**src/rtl/dma_pkg.sv**
```systemverilog
// Shared types and constants for the word-copy DMA engine.
package dma_pkg;

    typedef enum logic [1:0] {
        IDLE   = 2'd0,
        RD_REQ = 2'd1,
        WR_REQ = 2'd2,
        DONE   = 2'd3
    } dma_state_t;

    localparam logic [31:0] WORD_BYTES  = 32'd4;
    localparam logic [3:0]  BYTE_EN_ALL = 4'hF;

    function automatic logic [31:0] word_align(input logic [31:0] byte_addr);
        return {byte_addr[31:2], 2'b00};
    endfunction

endpackage

```
**src/rtl/bus_watchdog.sv**
```systemverilog
// Request watchdog: cleared by i_load, counts cycles while i_run is high and
// flags o_expired in the TIMEOUT-th running cycle.
module bus_watchdog #(
    parameter int TIMEOUT = 256
) (
    input  logic i_clk,
    input  logic i_rst,
    input  logic i_load,
    input  logic i_run,
    output logic o_expired
);

    localparam int CW = $clog2(TIMEOUT + 1);

    logic [CW-1:0] count;

    assign o_expired = i_run && (count == CW'(TIMEOUT - 1));

    always_ff @(posedge i_clk or negedge i_rst) begin
        if (!i_rst) begin
            count <= '0;
        end else if (i_load) begin
            count <= '0;
        end else if (i_run && !o_expired) begin
            count <= count + 1'b1;
        end
    end

endmodule

```
**src/rtl/bus_dma_copy.sv**
```systemverilog
// Word-copy DMA bus initiator: one read then one write per word, ascending.
// Optional request timeout/abort is enabled by defining DMA_TIMEOUT_EN.
module bus_dma_copy
    import dma_pkg::*;
#(
    parameter int LEN_W   = 16,
    parameter int TIMEOUT = 256
) (
    input  logic             i_clk,
    input  logic             i_rst,
    input  logic             i_start,
    input  logic [31:0]      i_src_addr,
    input  logic [31:0]      i_dst_addr,
    input  logic [LEN_W-1:0] i_len,
    output logic             o_busy,
    output logic             o_done,
    output logic             o_err,
    input  logic             i_ack,
    input  logic [31:0]      i_rd_data,
    output logic             o_bus_en,
    output logic             o_wr_en,
    output logic [31:0]      o_wr_data,
    output logic [31:0]      o_addr,
    output logic [3:0]       o_byte_en,
    output dma_state_t       o_dbg_state
);

    // Bus handshake: a request is offered while o_bus_en=1 and retires in the
    // single cycle i_ack=1; addr/wr_en/wr_data/byte_en never change before
    // that. Each request begins with an entry cycle where o_bus_en=0, so a
    // one-cycle-ack responder never sees the retired request a second time.
    dma_state_t       state;
    logic [31:0]      src;
    logic [31:0]      dst;
    logic [LEN_W-1:0] remaining;
    logic [31:0]      data;
    logic             expired;

    assign o_dbg_state = state;

`ifdef DMA_TIMEOUT_EN
    bus_watchdog #(
        .TIMEOUT (TIMEOUT)
    ) u_watchdog (
        .i_clk     (i_clk),
        .i_rst     (i_rst),
        .i_load    (!o_bus_en),
        .i_run     (o_bus_en),
        .o_expired (expired)
    );
`else
    assign expired = 1'b0;
    assign o_err   = 1'b0;
`endif

    always_ff @(posedge i_clk or negedge i_rst) begin
        if (!i_rst) begin
            state     <= IDLE;
            src       <= '0;
            dst       <= '0;
            remaining <= '0;
            data      <= '0;
            o_busy    <= 1'b0;
            o_done    <= 1'b0;
            o_bus_en  <= 1'b0;
            o_wr_en   <= 1'b0;
            o_wr_data <= '0;
            o_addr    <= '0;
            o_byte_en <= '0;
`ifdef DMA_TIMEOUT_EN
            o_err     <= 1'b0;
`endif
        end else begin
            case (state)
                IDLE: begin
                    o_done <= 1'b0;
                    if (i_start) begin
                        src       <= word_align(i_src_addr);
                        dst       <= word_align(i_dst_addr);
                        remaining <= i_len;
                        o_busy    <= 1'b1;
`ifdef DMA_TIMEOUT_EN
                        o_err     <= 1'b0;
`endif
                        state     <= (i_len == '0) ? DONE : RD_REQ;
                    end
                end

                RD_REQ: begin
                    if (!o_bus_en) begin
                        o_bus_en  <= 1'b1;
                        o_wr_en   <= 1'b0;
                        o_addr    <= src;
                        o_byte_en <= BYTE_EN_ALL;
                    end else if (i_ack) begin
                        data      <= i_rd_data;
                        src       <= src + WORD_BYTES;
                        o_bus_en  <= 1'b0;
                        o_byte_en <= '0;
                        state     <= WR_REQ;
                    end else if (expired) begin
                        o_bus_en  <= 1'b0;
                        o_byte_en <= '0;
`ifdef DMA_TIMEOUT_EN
                        o_err     <= 1'b1;
`endif
                        state     <= DONE;
                    end
                end

                WR_REQ: begin
                    if (!o_bus_en) begin
                        o_bus_en  <= 1'b1;
                        o_wr_en   <= 1'b1;
                        o_addr    <= dst;
                        o_wr_data <= data;
                        o_byte_en <= BYTE_EN_ALL;
                    end else if (i_ack) begin
                        dst       <= dst + WORD_BYTES;
                        remaining <= remaining - 1'b1;
                        o_bus_en  <= 1'b0;
                        o_wr_en   <= 1'b0;
                        o_byte_en <= '0;
                        state     <= (remaining == LEN_W'(1)) ? DONE : RD_REQ;
                    end else if (expired) begin
                        o_bus_en  <= 1'b0;
                        o_wr_en   <= 1'b0;
                        o_byte_en <= '0;
`ifdef DMA_TIMEOUT_EN
                        o_err     <= 1'b1;
`endif
                        state     <= DONE;
                    end
                end

                DONE: begin
                    o_done <= 1'b1;
                    o_busy <= 1'b0;
                    state  <= IDLE;
                end

                default: state <= IDLE;
            endcase
        end
    end

endmodule

```
**config.mk**
```make
export PLATFORM = sky130hd
export DESIGN_NAME = bus_dma_copy
export DESIGN_NICKNAME = d
export VERILOG_FILES = /design/src/rtl/dma_pkg.sv /design/src/rtl/bus_watchdog.sv /design/src/rtl/bus_dma_copy.sv
export SDC_FILE = /design/constraint.sdc
export NUM_CORES = 1
export LEC_CHECK = 0
export BUFFER_PORTS_ARGS = -buffer_cell sky130_fd_sc_hd__buf_2
export CAP_MARGIN = 40
export CELL_PAD_IN_SITES_DETAIL_PLACEMENT = 0
export CELL_PAD_IN_SITES_GLOBAL_PLACEMENT = 1
export CORE_MARGIN = 2
export CORE_UTILIZATION = 42
export DETAILED_ROUTE_END_ITERATION = 12
export MAX_ROUTING_LAYER = met4
export PLACE_DENSITY = 0.79
export REMOVE_ABC_BUFFERS = 1
export SYNTH_ARGS = -nofsm -noshare
export SYNTH_HDL_FRONTEND = slang
export SYNTH_SLANG_ARGS = --single-unit
```
**constraint.sdc**
```tcl
create_clock -name i_clk -period 2.8 [get_ports i_clk]
set_input_delay 0.28 -clock i_clk [delete_from_list [all_inputs] [get_ports i_clk]]
set_output_delay 0.28 -clock i_clk [all_outputs]
set_load 0.05 [all_outputs]
```
# Yosys cells after proc, flatten, opt, wreduce, memory -nomap -nowiden
# Cells that the tools add are included.
[word_totals] output_inout_bits=75 ff_bits=186 elab_cells=79
[op_classes] addsub=3 muxes=34 reduce_logical=16 n_bitwise=1 eq_ne=13
[ops] operator="$mux 32" count=8
[ops] operator="$pmux 32 s2" count=3
[ops] operator="$add 32x3->32 const B" count=2
[ops] operator="$mux 16" count=3
[ops] operator="$pmux 16 s2" count=1
[ops] operator="$eq 16x1->1 const B" count=1
[ops] operator="$logic_not 16->1" count=1
[ops] operator="$ne 2x2->1 const B" count=8
[ops] operator="$sub 16x1->16 const B" count=1
[ops] operator="$mux 2" count=7
[ops] operator="$reduce_and 3->1" count=3
[ops] operator="$mux 4" count=2
[ops] operator="$pmux 2 s4" count=1
[ops] operator="$reduce_and 4->1" count=2
[ops] operator="$reduce_bool 2->1" count=4
[ops] operator="$mux 1" count=6
[ops] operator="$pmux 1 s2" count=3
[ops] operator="$reduce_and 2->1" count=3
[ops] operator="$reduce_and 5->1" count=1
[ops] operator="$eq 2x2->1 const B" count=2
[ops] operator="$ne 3x3->1 const B" count=1
[ops] operator="$eq 2x1->1 const B" count=1
[ops] operator="$logic_not 2->1" count=1
[ops] operator="$reduce_or 2->1" count=1
[ops] operator="$not 1->1" count=1

# Logic depth before layout (Yosys ltp)
# Gate-level depths: netlist (run 1).
[logic_depth] ltp_word=5 ltp_mapped=9

# Worst setup path before layout (run 1)
# No wires, ideal clock.
[synth_path] kind="register -> register" from="register state[0] (netlist: o_dbg_state[0])" to="register dst[5]" period_less_slack_ps=2424 stages_incl_launch_ff=9 setup_time_ps=126 path_buffers=3 setup_slack_ps=376 t_arrival_ps=2298 required_time_ps=2674 cell_sequence="dfrtp_1 > inv_1 > ha_1 > nor2b_1 > buf_2 > a211o_1 > buf_2 > buf_1 > a221o_1"
[synth_between] elab_chain_len=3 word_cells_on_any_way=8 classes_between="eq/ne: 4; mux: 1; reduce/logical: 3"
[synth_rtl] element="start: declaration" line_no="bus_dma_copy.sv:32" rtl="dma_state_t state;"
[synth_rtl] element="start signal: assignment" line_no="bus_dma_copy.sv:85" rtl="state <= (i_len == '0) ? DONE : RD_REQ;"
[synth_rtl] element="start signal: assignment" line_no="bus_dma_copy.sv:124" rtl="state <= (remaining == LEN_W'(1)) ? DONE : RD_REQ;"
[synth_rtl] element="$eq 2x2->1 / $logic_not 2->1 (equally long branches)" line_no="bus_dma_copy.sv:74" rtl="case (state)"
[synth_rtl] element="$ne 2x2->1 (no line) / $reduce_bool 2->1 (equally long branches)"
[synth_rtl] element="$reduce_and 4->1 (no line)"
[synth_rtl] element="end signal: assignment" line_no="bus_dma_copy.sv:79" rtl="dst <= word_align(i_dst_addr);"
[synth_rtl] element="end signal: assignment" line_no="bus_dma_copy.sv:119" rtl="dst <= dst + WORD_BYTES;"
[synth_rtl] element="end: declaration" line_no="bus_dma_copy.sv:34" rtl="logic [31:0] dst;"
# Several ways; a longest one is shown, not always the timed one.
# A chain may end at the register's enable or synchronous reset.

# Final worst setup path (run 1)
[layout_path] from="register state[0] (netlist: o_dbg_state[0])" to="register dst[23]"
# Same word-level chain as after synthesis.

==> flow_summary.ini, run 1 <==
[setup_path]
cp_data_arrival_time_ns = 2.81
cp.required_ns = 3.11
r2r-end = dst[23]$_DFFE_PN0P_
crit_fanout = 24
crit_start = o_dbg_state[0]$_DFFE_PN0P_
ff2ff_setup_slack_ns = 0.30
reg2reg_from = o_dbg_state[0]$_DFFE_PN0P_
setup.worst_path.end = dst[23]$_DFFE_PN0P_
critPathLaunchType = register
reg2reg_depth = 6
crit_type = reg -> reg
worstSetupEndpointType = register

[sta]
slew_violations = 0
fmax_ghz = 0.3996
whs_ns = 0.05771
setup_viol = 0
period_share_pct = 89.37
period_minus_slack_ns = 2.502
hold_violations = 0
setup_tns_ns = 0
slew_headroom_pct = 45.93
worst_pin_slew_ns = 0.8110
rsz0062_at_grt = false
finClkSkew_ns = 0.008812

[routing]
wl_per_cell_um = 18.37
drt_wl_total_mm = 24.89
vias = 7696
drc = 0
drt-initial-drc-count = 527
drtAntennaViolNets = 0
first_pass_iters = 5
via_per_inst = 5.680

[logic_synthesis]
synthArstFlopShare_pct = 100.0
synth_flop_cell = dfrtp_1
syn_inst = 901
ys.warnings.count = 0
ys_ff_latch = 177
synth_edf_count = 0
seq_area_frac_synth_pct = 48.82
synth_cell_types = 65
syn-cell-area_um2 = 9072
syn_area_per_cell_um2 = 10.07

[clock_tree]
path_clk_slew_ns = 0.07
clock_latency_ns = 0.43
clk_path_buf_depth = 2
cts_made_buffers = 17
clock_sink_count = 177
cts_root_buf = clkbuf_16
htree_levels = 4
cts_tree = yes

[global_route]
grt_max_degree = 66
grt_pass1_vias = 7285
grt_usage_pct = 22.66
grt_antenna_before_repair = 1
grt_pass1_wl_mm = 38.99
overflow = 0

[power]
p_total_mw = 15.27
vdd_ir_drop_max_mv = 0.9495
leakage_nw = 4.877
powerDensity_nw_per_um2 = 1400

[placed_design]
place_congestion = 0.8166
port_buffers = 183
place_area_um2 = 10330
dp_hpwl_mm = 17.61
dp_cells = 1321

[finish]
layout.nets = 1190
fillers = 1965
drive_above_1_share_pct = 30.61
mostFrequentLayoutCell = buf_2
syn2layout_area_growth_pct = 20.23
final_cells = 1355
final_area_um2 = 10910
final_cell_mix = buf_2, dfrtp_1, nand2_1

[die]
die_area_um2 = 22790
fp.dieH_um = 151.0
core_um2 = 21090
die_x_um = 151.0
start_util_pct = 43.02
num_rows = 53
io_pins = 191

[job]
drv_cap = 0

[hold_path]
min_path_type = in -> reg
worstHoldStart = i_dst_addr[29]

[outcome]
status = finished, final reports clean
-- worst max-delay path, stage by stage, from the launching register on --
cell	delay, ns
dfrtp_1	0.43
inv_1	0.14
ha_1	0.25
nor2b_1	0.19
a211o_1	0.66
nor2_1	0.34
a221o_1	0.37
-- cell usage after synthesis, types with 3 or more instances --
library cell,count,share of area [%]
a211oi_1,9,0.74
a21o_1,4,0.33
a21oi_1,57,3.1
a221o_1,3,0.33
a22o_1,5,0.48
a22oi_1,3,0.25
a2bb2oi_1,12,1.2
a311oi_1,9,0.87
a31oi_1,10,0.69
and2_1,11,0.76
and3_1,25,1.7
and4_1,5,0.48
buf_1,6,0.25
buf_2,15,0.83
buf_4,8,0.66
clkbuf_1,38,1.6
dfrtp_1,177,49
ha_1,8,1.1
inv_1,16,0.66
mux2_2,65,8.1
mux2i_1,38,4.2
nand2_1,86,3.6
nand2b_1,4,0.28
nand3_1,37,2.0
nand4_1,18,1.2
nor2_1,30,1.2
nor3_1,15,0.83
nor4_1,10,0.69
nor4_4,3,0.70
o211ai_1,4,0.33
o21ai_0,78,4.3
o221a_2,5,0.62
o22a_1,5,0.48
o22ai_1,25,1.7
o31ai_1,3,0.25
or3_1,12,0.83
or4_1,7,0.58
-- state kept, by name (all words and copies together) (netlist names) --
name,count
o_wr_data,32
o_bus_en,1
o_addr,30
src,30
o_dbg_state,2
data,32
o_done,1
dst,30
o_byte_en,1
o_wr_en,1
o_busy,1
remaining,16
-- what timing repair did --
action | in CTS | in global routing
buffers inserted | 0 | 0
hold buffers | 1 | 0
resized for setup | 0 | 0
hold endpoints to repair | 62 | 0
-- through the flow --
| step | util, % | setup WS [ns] |
|---|---|---|
| 2_1_floorplan | - | -3.204 |
| 3_3_place_gp | 48.97 | 0.3550 |
| 3_5_place_dp | 48.97 | 0.3148 |
| 4_1_cts | 51.70 | 0.2971 |
| 5_1_grt | 51.71 | 0.08837 |
| 6_report | 51.73 | 0.2978 |
-- routing by layer --
layer,global-route usage (%),share of wire [%],vias up
li1,-,-,3689
met1,30.85,47,3708
met5,-,0,-
met3,4.006,6.1,33
met4,7.664,2.2,0
met2,34.43,45,266
-- cell type report --
cell class	instances	area (µm²)	area share (%)
clock buffer	17	425.4	3.900
antenna	2	5.005	0.04588
sequential	177	4429	40.61
multi-input combinational	640	4315	39.56
inverter	18	67.56	0.6194
timing repair buffer	212	1180	10.82
tap	275	344.1	3.154
clock inverter	14	141.4	1.296
-- cell families (layout without fill, tap and decap cells) --
| logic type | count (synthesis) | in the layout | synth area share [%] |
|---|---|---|---|
| and+or+nand+nor | 274 | 274 | 16.01 |
| muxes | 103 | 103 | 12.26 |
| AOI/OAI and AO/OA | 252 | 252 | 17.65 |
| DFF | 177 | 177 | 48.82 |
| adders and majority gates | 8 | 8 | 1.103 |
| buffers and inverters | 86 | 261 | 4.110 |
| other | 1 | 5 | 0.04133 |
-- power breakdown --
group          switching (mW)  total [mW]  internal, mW
Clock                    1.13        2.31          1.18
Sequential               1.18        5.08          3.89
Combinational            5.12        7.88          2.76
Total                    7.43        15.3          7.84
-- worst min-delay path by stage --
stage                     depth (start not counted)                         to  slack (ns)
after global routing                              3        dst[29]$_DFFE_PN0P_        0.05
after CTS                                         3        dst[29]$_DFFE_PN0P_        0.04
after detailed placement                          1       data[16]$_DFFE_PN0P_        0.33
after floorplan                                   0        data[0]$_DFFE_PN0P_       -0.02
final                                             3        dst[29]$_DFFE_PN0P_        0.06
after global placement                            1  o_wr_data[16]$_DFFE_PN0P_        0.32
No activity file was read; power rests on OpenSTA's default activity.
==> run 2: changes to the inputs <==
CORE_UTILIZATION = 40   (was 42)
PLACE_DENSITY = 0.76   (was 0.79)
==> flow_summary.ini, run 2 (synthesis results as in run 1) <==
[routing]
route.met3.wl_mm = 1.395
drc = 0
first_pass_iters = 5
wl_met2_mm = 11.52
maxUsedRoutingLayer = met4
wl_per_cell_um = 18.56
wl_met1_mm = 12.04
vias = 7649
drt-initial-drc-count = 576
drt_wl_total_mm = 25.33
via_per_inst = 5.604
drtAntennaViolNets = 0

[sta]
hold_violations = 0
slew_headroom_pct = 40.07
period_minus_slack_ns = 2.441
slew_violations = 0
setup_viol = 0
setup_tns_ns = 0
rsz0062_at_grt = false
worst_pin_slew_ns = 0.8907
fmax_ghz = 0.4097
period_share_pct = 87.18
finClkSkew_ns = 0.01013

[setup_path]
worstSetupEndpointType = register
cpMaxStageDelayCell = a211o_1
reg2reg_from = o_dbg_state[0]$_DFFE_PN0P_
crit_chain = inv_1 > ha_1 > nor2b_1 > buf_4 > a211o_1 > buf_4 > nor2_1 > o21ai_0 > o221a_2
critPathLaunchType = register
crit_fanout = 15
cp.required_ns = 3.17
cp_data_arrival_time_ns = 2.81
cp_common_cell = buf_4
crit_start = o_dbg_state[0]$_DFFE_PN0P_
critical_path.max_stage_delay_ns = 0.48
ff2ff_setup_slack_ns = 0.36
crit_type = reg -> reg

[outcome]
status = finished, final reports clean

[global_route]
grt_antenna_before_repair = 3
grt_max_degree = 64
grt_pass1_vias = 7232
overflow = 0
grt_pass1_wl_mm = 39.92
grt_usage_pct = 21.81

[die]
fp.dieH_um = 154.6
io_pins = 191
die_area_um2 = 23900
core_um2 = 22430
start_util_pct = 40.44
num_rows = 55
die_x_um = 154.6

[finish]
top_regs = data: 32 flops, o_wr_data: 32 flops
final_cell_mix = buf_2, dfrtp_1, nand2_1
final_area_um2 = 10960
layout.nets = 1188
fillers = 2133
drive_above_1_share_pct = 30.55
mostFrequentLayoutCell = buf_2
syn2layout_area_growth_pct = 20.76

[power]
leakage_nw = 4.889
vdd_ir_drop_max_mv = 0.7673
powerDensity_nw_per_um2 = 1411

[clock_tree]
cts_made_buffers = 17
clock_sink_count = 177
cts_hold_repair.buffers = 1
cts_root_buf = clkbuf_16
htree_levels = 4
cts_tree = yes
post_cts_buffers = 0
path_clk_slew_ns = 0.07
clock_latency_ns = 0.43
cts_resized = 0
clk_path_buf_depth = 2

[job]
drv_cap = 0

[hold_path]
worstHoldStart = i_dst_addr[28]
min_path_type = in -> reg

[placed_design]
dp_hpwl_mm = 17.93
place_area_um2 = 10310
place_congestion = 0.8182
port_buffers = 183
[run 2: changes by cell type in the layout (fill, tap and decap cells not counted)]
| cell | delta |
|---|---|
| buf_12 | -1 |
| diode_2 | +1 |
| bufinv_16 | +3 |
| clkinvlp_4 | +1 |
| buf_4 | -1 |
| inv_8 | -4 |
| inv_6 | -1 |
| clkinv_8 | -1 |
| clkbuf_8 | +2 |
| clkinv_2 | +1 |
[run 2: report_power, final]
part           switching (mW)  internal [mW]
registers                1.21           3.89
logic                    5.10           2.72
clock network            1.07           1.47
total                    7.38           8.09
[run 2: cell type report]
| class | instances | area, µm² | area share (%) |
|---|---|---|---|
| Clock inverter | 13 | 173.9 | 1.587 |
| Antenna cell | 3 | 7.507 | 0.06852 |
| Inverter | 18 | 67.56 | 0.6167 |
| Clock buffer | 19 | 452.9 | 4.134 |
| Timing Repair Buffer | 210 | 1152 | 10.52 |
| Tap cell | 285 | 356.6 | 3.255 |
| Multi-Input combinational cell | 640 | 4315 | 39.39 |
| Sequential cell | 177 | 4429 | 40.43 |
[run 2: worst paths after layout]
kind,endpoint,cells after the start
max in group asynchronous,o_addr[8]$_DFFE_PN0P_,3
worst min-delay path,dst[28]$_DFFE_PN0P_,3
worst max register to register,dst[6]$_DFFE_PN0P_,9
worst max-delay path,dst[6]$_DFFE_PN0P_,9
min in group asynchronous,data[15]$_DFFE_PN0P_,2
worst min register to register,o_addr[27]$_DFFE_PN0P_,2
[run 2: critical path, delay by kind of cell, from the launching register on]
kind            cells  cell delay (ns)
fa+ha+maj           1             0.25
buf+inv             3             0.67
simple gates        2             0.22
flops               1             0.42
compound gates      3             0.82
[run 2: routing by layer]
layer  GRT usage (%)  up-vias
met2           32.61      264
met5               -        -
li1                -     3680
met1           30.59     3682
met4           6.085        0
met3           3.951       23
[run 2: stage by stage]
stage	utilization (%)	worst slack (ns)	power, mW	cells	hold WS [ns]
2_1_floorplan	-	-3.204	10.55	835	-0.01559
3_3_place_gp	45.96	0.3910	12.83	1329	0.3107
3_5_place_dp	45.96	0.3760	12.99	1329	0.3081
4_1_cts	48.80	0.3478	15.56	1362	0.04472
5_1_grt	48.83	0.1276	16.54	1365	0.05017
6_report	48.83	0.3590	15.46	1365	0.05909
